File: src/rtl/bcd_convert_seq.sv
// bcd_convert_seq: multi-cycle binary-to-BCD converter (shift-add-3, one bit per clock).
// It sits between the ALU result register and the four-digit seven-segment driver.
// A value above MAX_DEC skips conversion. It is returned as raw hex with overflow set.
// Optional build macro: LEADING_ZERO_BLANK_EN adds registered leading-zero blanking
// on blank_mask. When the macro is undefined, blank_mask is tied low.
module bcd_convert_seq #(
  parameter int unsigned BIN_W   = 16,
  parameter int unsigned DIGITS  = 4,
  parameter int unsigned MAX_DEC = 9999
) (
  input  logic                  clk,
  input  logic                  reset_n,
  input  logic                  start,
  input  logic [BIN_W-1:0]      bin_in,
  output logic                  busy,
  output logic                  done,
  output logic [4*DIGITS-1:0]   bcd_out,
  output logic                  overflow,
  output logic [DIGITS-1:0]     blank_mask
);

  localparam int unsigned      BCD_W    = 4 * DIGITS;
  localparam int unsigned      CNT_W    = (BIN_W > 1) ? $clog2(BIN_W) : 1;
  localparam logic [CNT_W-1:0] CNT_LAST = CNT_W'(BIN_W - 1);

  typedef enum logic [1:0] {
    ST_IDLE  = 2'd0,
    ST_SHIFT = 2'd1,
    ST_DONE  = 2'd2
  } state_e;

  // Add 3 to every digit that is 5 or more. The adjust works per nibble with no
  // carry between digits, because a digit of 9 or less never exceeds 12 after adding 3.
  function automatic logic [BCD_W-1:0] adjust_f(input logic [BCD_W-1:0] s);
    logic [BCD_W-1:0] r;
    r = s;
    for (int i = 0; i < int'(DIGITS); i++) begin
      if (s[4*i +: 4] >= 4'd5) begin
        r[4*i +: 4] = s[4*i +: 4] + 4'd3;
      end else begin
        r[4*i +: 4] = s[4*i +: 4];
      end
    end
    return r;
  endfunction

`ifdef LEADING_ZERO_BLANK_EN
  // Set bit i when digit i and all digits above it are zero.
  // The ones digit (bit 0) is never blanked, so a value of 0 still shows "0".
  function automatic logic [DIGITS-1:0] blank_f(input logic [BCD_W-1:0] b);
    logic [DIGITS-1:0] m;
    logic              run;
    m   = {DIGITS{1'b0}};
    run = 1'b1;
    for (int i = int'(DIGITS) - 1; i >= 1; i--) begin
      run  = run & (b[4*i +: 4] == 4'd0);
      m[i] = run;
    end
    return m;
  endfunction
`endif

  state_e            state_q;
  logic [BIN_W-1:0]  bin_q;
  logic [BCD_W-1:0]  scratch_q;
  logic [CNT_W-1:0]  cnt_q;
  logic [BCD_W-1:0]  bcd_out_q;
  logic              overflow_q;
  logic              done_q;
  logic              busy_q;
`ifdef LEADING_ZERO_BLANK_EN
  logic [DIGITS-1:0] blank_q;
`endif

  logic [BCD_W-1:0]  scratch_adj_s;
  logic [BCD_W-1:0]  scratch_d;
  logic [BIN_W-1:0]  bin_d;
  logic [CNT_W-1:0]  cnt_d;
  logic [BCD_W-1:0]  raw_s;
  logic              in_over_s;
  logic              last_s;

  // Datapath for one iteration: adjust the digits, then shift {scratch, captured} left by one.
  // This block also decides whether the incoming value is out of range.
  always_comb begin
    scratch_adj_s        = adjust_f(scratch_q);
    {scratch_d, bin_d}   = {scratch_adj_s, bin_q} << 1'b1;
    cnt_d                = cnt_q + {{(CNT_W-1){1'b0}}, 1'b1};
    raw_s                = BCD_W'(bin_in);
    in_over_s            = (32'(bin_in) > 32'(MAX_DEC));
    last_s               = (cnt_q == CNT_LAST);
  end

  // Control FSM with registered outputs.
  // bcd_out and overflow hold their previous values while a decimal conversion runs,
  // so the display does not flicker.
  always_ff @(posedge clk) begin
    if (!reset_n) begin
      state_q    <= ST_IDLE;
      bin_q      <= {BIN_W{1'b0}};
      scratch_q  <= {BCD_W{1'b0}};
      cnt_q      <= {CNT_W{1'b0}};
      bcd_out_q  <= {BCD_W{1'b0}};
      overflow_q <= 1'b0;
      done_q     <= 1'b0;
      busy_q     <= 1'b0;
`ifdef LEADING_ZERO_BLANK_EN
      blank_q    <= {DIGITS{1'b0}};
`endif
    end else begin
      case (state_q)
        ST_IDLE: begin
          if (start) begin
            bin_q  <= bin_in;
            busy_q <= 1'b1;
            if (in_over_s) begin
              bcd_out_q  <= raw_s;
              overflow_q <= 1'b1;
              done_q     <= 1'b1;
`ifdef LEADING_ZERO_BLANK_EN
              blank_q    <= {DIGITS{1'b0}};
`endif
              state_q    <= ST_DONE;
            end else begin
              scratch_q <= {BCD_W{1'b0}};
              cnt_q     <= {CNT_W{1'b0}};
              done_q    <= 1'b0;
              state_q   <= ST_SHIFT;
            end
          end else begin
            done_q <= 1'b0;
            busy_q <= 1'b0;
          end
        end
        ST_SHIFT: begin
          scratch_q <= scratch_d;
          bin_q     <= bin_d;
          cnt_q     <= cnt_d;
          if (last_s) begin
            bcd_out_q  <= scratch_d;
            overflow_q <= 1'b0;
            done_q     <= 1'b1;
`ifdef LEADING_ZERO_BLANK_EN
            blank_q    <= blank_f(scratch_d);
`endif
            state_q    <= ST_DONE;
          end else begin
            done_q <= 1'b0;
          end
        end
        ST_DONE: begin
          done_q  <= 1'b0;
          busy_q  <= 1'b0;
          state_q <= ST_IDLE;
        end
        default: begin
          done_q  <= 1'b0;
          busy_q  <= 1'b0;
          state_q <= ST_IDLE;
        end
      endcase
    end
  end

  assign busy     = busy_q;
  assign done     = done_q;
  assign bcd_out  = bcd_out_q;
  assign overflow = overflow_q;
`ifdef LEADING_ZERO_BLANK_EN
  assign blank_mask = blank_q;
`else
  assign blank_mask = {DIGITS{1'b0}};
`endif

endmodule

File: config.mk
export PLATFORM = sky130hd
export DESIGN_NAME = bcd_convert_seq
export DESIGN_NICKNAME = d
export VERILOG_FILES = /design/src/rtl/bcd_convert_seq.sv
export SDC_FILE = /design/constraint.sdc
export NUM_CORES = 1
export LEC_CHECK = 0
export ABC_AREA = 0
export ABC_CLOCK_PERIOD_IN_PS = 1800
export CAP_MARGIN = 20
export CORE_MARGIN = 4
export CORE_UTILIZATION = 48
export DETAILED_ROUTE_END_ITERATION = 10
export MAX_ROUTING_LAYER = met4
export PLACE_DENSITY = 0.75
export SYNTH_ARGS = -nofsm -noshare
export SYNTH_HDL_FRONTEND = slang
export SYNTH_SLANG_ARGS = --single-unit
File: constraint.sdc
create_clock -name clk -period 1.8 [get_ports clk]
set_input_delay 0.18 -clock clk [delete_from_list [all_inputs] [get_ports clk]]
set_output_delay 0.18 -clock clk [all_outputs]
set_load 0.01 [all_outputs]
==> flow_summary.toml <==
[yosys]
yosys_most_used_dff = "dfxtp_1"
synth_top_cell_by_area = "dfxtp_1"
synth_cell_type_count = 36
yosys_warnings = 0
seq_total_area_yosys_pct = 41.2
synth_enable_flop_cells = 0
async_reset_ff_share_pct = 0
yosys-top-cells-count = "dfxtp_1 (57), nand2_1 (57), nor2_1 (23), o21ai_0 (23), a21oi_1 (21)"
synth_top_family_by_area = "compound AO/OA/AOI/OAI gates"
syn_area_per_cell_um2 = 8.32
post_synth_inst_count = 333
postSynthRegisterBits = 57
yosys.area_share.simple_pct = 19.2
synth_mux_area_share_pct = 6.14
post_synth_main_area_contributors = "dfxtp_1 (41%), nand2_1 (7.7%), mux2i_1 (6.1%), o21ai_0 (4.2%), ha_1 (4.1%)"
synth_area_um2 = 2770
synth_compound_area_share_pct = 21.8
post_synth_fa_ha_maj_area_fraction_pct = 4.07
synthDominantCellAreaShare_pct = 41.2
post_synth_xor_area_fraction_pct = 1.26

[timing]
post-route-min-period_ps = 1720
final_hold_viol_count = 0
setup_violations = 0
finClkSkew_ps = 4.40
achievable-frequency_mhz = 580
timing.final.crit_share_pct = 95.8
hold-worst-slack_ps = 271
slew_at_the_pin_closest_to_its_max_slew_limit_ps = 528
setup_ws_ps = 76.2
drv_slew = 0
rsz0062_at_grt = "no"
timing.max_slew.rel_slack_pct = 64.7

[hold_path]
holdCritStartpoint = "bin_in[5]"
holdCritPathClass = "primary input to flip-flop"
min_path_cells = 4
holdPathEnd = "bcd_out[5]"

[floorplanning]
std_cell_rows = 27
die-width_um = 84.0
floorplan.io_pins = 42
die_area_um2 = 7050
core_um2 = 5540
die_y_um = 84.0
initial_utilization_pct = 50.0

[route]
detail-route-antenna-nets = 0
drt_first_pass_iters = 5
drc = 0
detailedRoute.firstIterationViolations = 337
postRouteWirelength_um = 7280
vias = 2624
wl_per_cell_um = 15.7
drt-vias-per-instance = 5.64

[setup_path]
critical_register_to_register_path_startpoint = "state_q[0]"
worst_r2r_path_depth = 7
start_kind = "primary input"
worstPathMaxFanout = 9
slack_of_the_worst_reg_to_reg_path_ps = 180
crit_required_ps = 2010
setup.worst_path.class = "primary input to flip-flop"
rr_endpoint = "bcd_out[15]"
end_kind = "flip-flop"
arrival_ps = 1940

[place]
pre_cts_slack_ps = -617
placed_cells_incl_taps = 448
port_buffers = 37
final_weighted_congestion_in_routability_driven_placement = 0.890
post_detail_place_hpwl_um = 4850

[final_layout]
nets = 418
layout.cells.non_filler = 465
final_core_util_pct = 64.9
drive_gt1_share_pct = 14.0
layout-area-overhead-vs-synth_pct = 29.7
n_antenna_cell = 0

[cts]
clk_transition_reported_paths_ps = 60
clock_sink_count = 57
clock_insertion_delay_worst_skew_ps = 330
cts-buffers-inserted = 9
tritoncts = "yes"
clk_root_buffer_cell = "clkbuf_8"
buffer_levels_on_the_longest_clock_path = 2
cts_htree_levels = 3

[power]
power_frac_comb_pct = 16.8
switching_power_uw = 743
power_density_nw_per_um2 = 806
total_power_uw = 2890
p_clk_share_pct = 35.6
switching_share_pct = 25.7
power.leakage_uw = 0.00151
internal-power_uw = 2150
power.sequential.fraction_pct = 47.7
ir_drop_v = 0.000570

[grt]
grt-ovfl-total = 0
grtUsageTotal_pct = 22.4
grt_max_degree = 29
number_of_global_route_vias_before_repair = 2561
grt_first_pass_wirelength_um = 12400
antenna_found_initial = 0

[run_status]
outcome = "completed"

[job]
cap_violations = 0
per-stage QoR:
stage	TNS (ps)	instance area, um2
global placement	-15030	3340
floorplan	-34.7	2790
global route	0	3590
detailed placement	-16540	3340
CTS	0	3590
finish	0	3590
metal layers:
metal / GRT usage, % / routed length (um) / vias up
met4: 9.36 / 134 / 0
met2: 34.1 / 3320 / 92
met5: - / 0 / -
met3: 3.36 / 410 / 17
li1: - / - / 1280
met1: 29.6 / 3420 / 1235
flip-flops by register name, summed over array words and instances, names as in the netlist:
signal / cells
done: 1
bin_q: 16
scratch_q: 16
bcd_out: 16
cnt_q: 4
busy: 1
state_q: 2
overflow: 1
worst max-delay path: stages:
cell and delay [ps]:
buf_2 110, or4_4 530, a2111o_1 430, buf_6 140, o21a_4 250, buf_16 160
nand2_1 60, a21boi_0 80
cell type report:
| class | instances | area, um2 |
|---|---|---|
| Fill cell | 471 | 1950 |
| Sequential cell | 57 | 1140 |
| Tap cell | 72 | 90.1 |
| Clock buffer | 14 | 163 |
| Multi-Input combinational cell | 244 | 1510 |
| Inverter | 11 | 41.3 |
| Timing Repair Buffer | 67 | 652 |
timing repair:
action	4_1_cts	5_1_grt
gates cloned	2	0
hold endpoints to repair	0	0
resized for setup	22	10
setup buffers	2	0
hold buffers	0	0
pin swaps	6	3
endpoints found under the setup margin	34	8
worst max path at each step:
stage,from,to,depth (start not counted)
final,bin_in[4],scratch_q[0],8
after detailed placement,bin_in[7],bcd_out[3],7
after global placement,bin_in[7],bcd_out[3],7
after floorplan,bin_in[7],bcd_out[0],5
after CTS,bin_in[4],cnt_q[3],8
after global routing,bin_in[4],scratch_q[8],8
kinds of logic after synthesis:
logic type / count (synthesis)
AO/OA/AOI/OAI: 94
XOR/XNOR: 4
adder cells (fa/ha/maj): 9
buffers and inverters: 35
flip-flops: 57
multiplexers: 17
other: 1
AND/OR/NAND/NOR: 116
power groups by stage:
| stage | clock network, uW | registers (uW) | logic (uW) |
|---|---|---|---|
| 2_1_floorplan | 0 | 1410 | 224 |
| 3_3_place_gp | 0 | 1400 | 445 |
| 3_5_place_dp | 0 | 1410 | 452 |
| 4_1_cts | 1040 | 1380 | 490 |
| 5_1_grt | 1090 | 1390 | 524 |
| 6_report | 1030 | 1380 | 485 |
placed cells by master, fill, tap and decap left out, drive strengths merged, types with 9 or more instances in the layout:
cell | Yosys | layout
a211oi | 9 | 9
inv | 11 | 11
a31oi | 16 | 16
clkdlybuf4s50 | 0 | 27
o21ai | 23 | 23
ha | 9 | 9
a21oi | 21 | 21
clkbuf | 14 | 14
nor2 | 23 | 23
dfxtp | 57 | 57
mux2i | 17 | 17
buf | 10 | 33
nand2 | 57 | 57
nand2b | 11 | 11
Power figures use the tool's default switching activity.
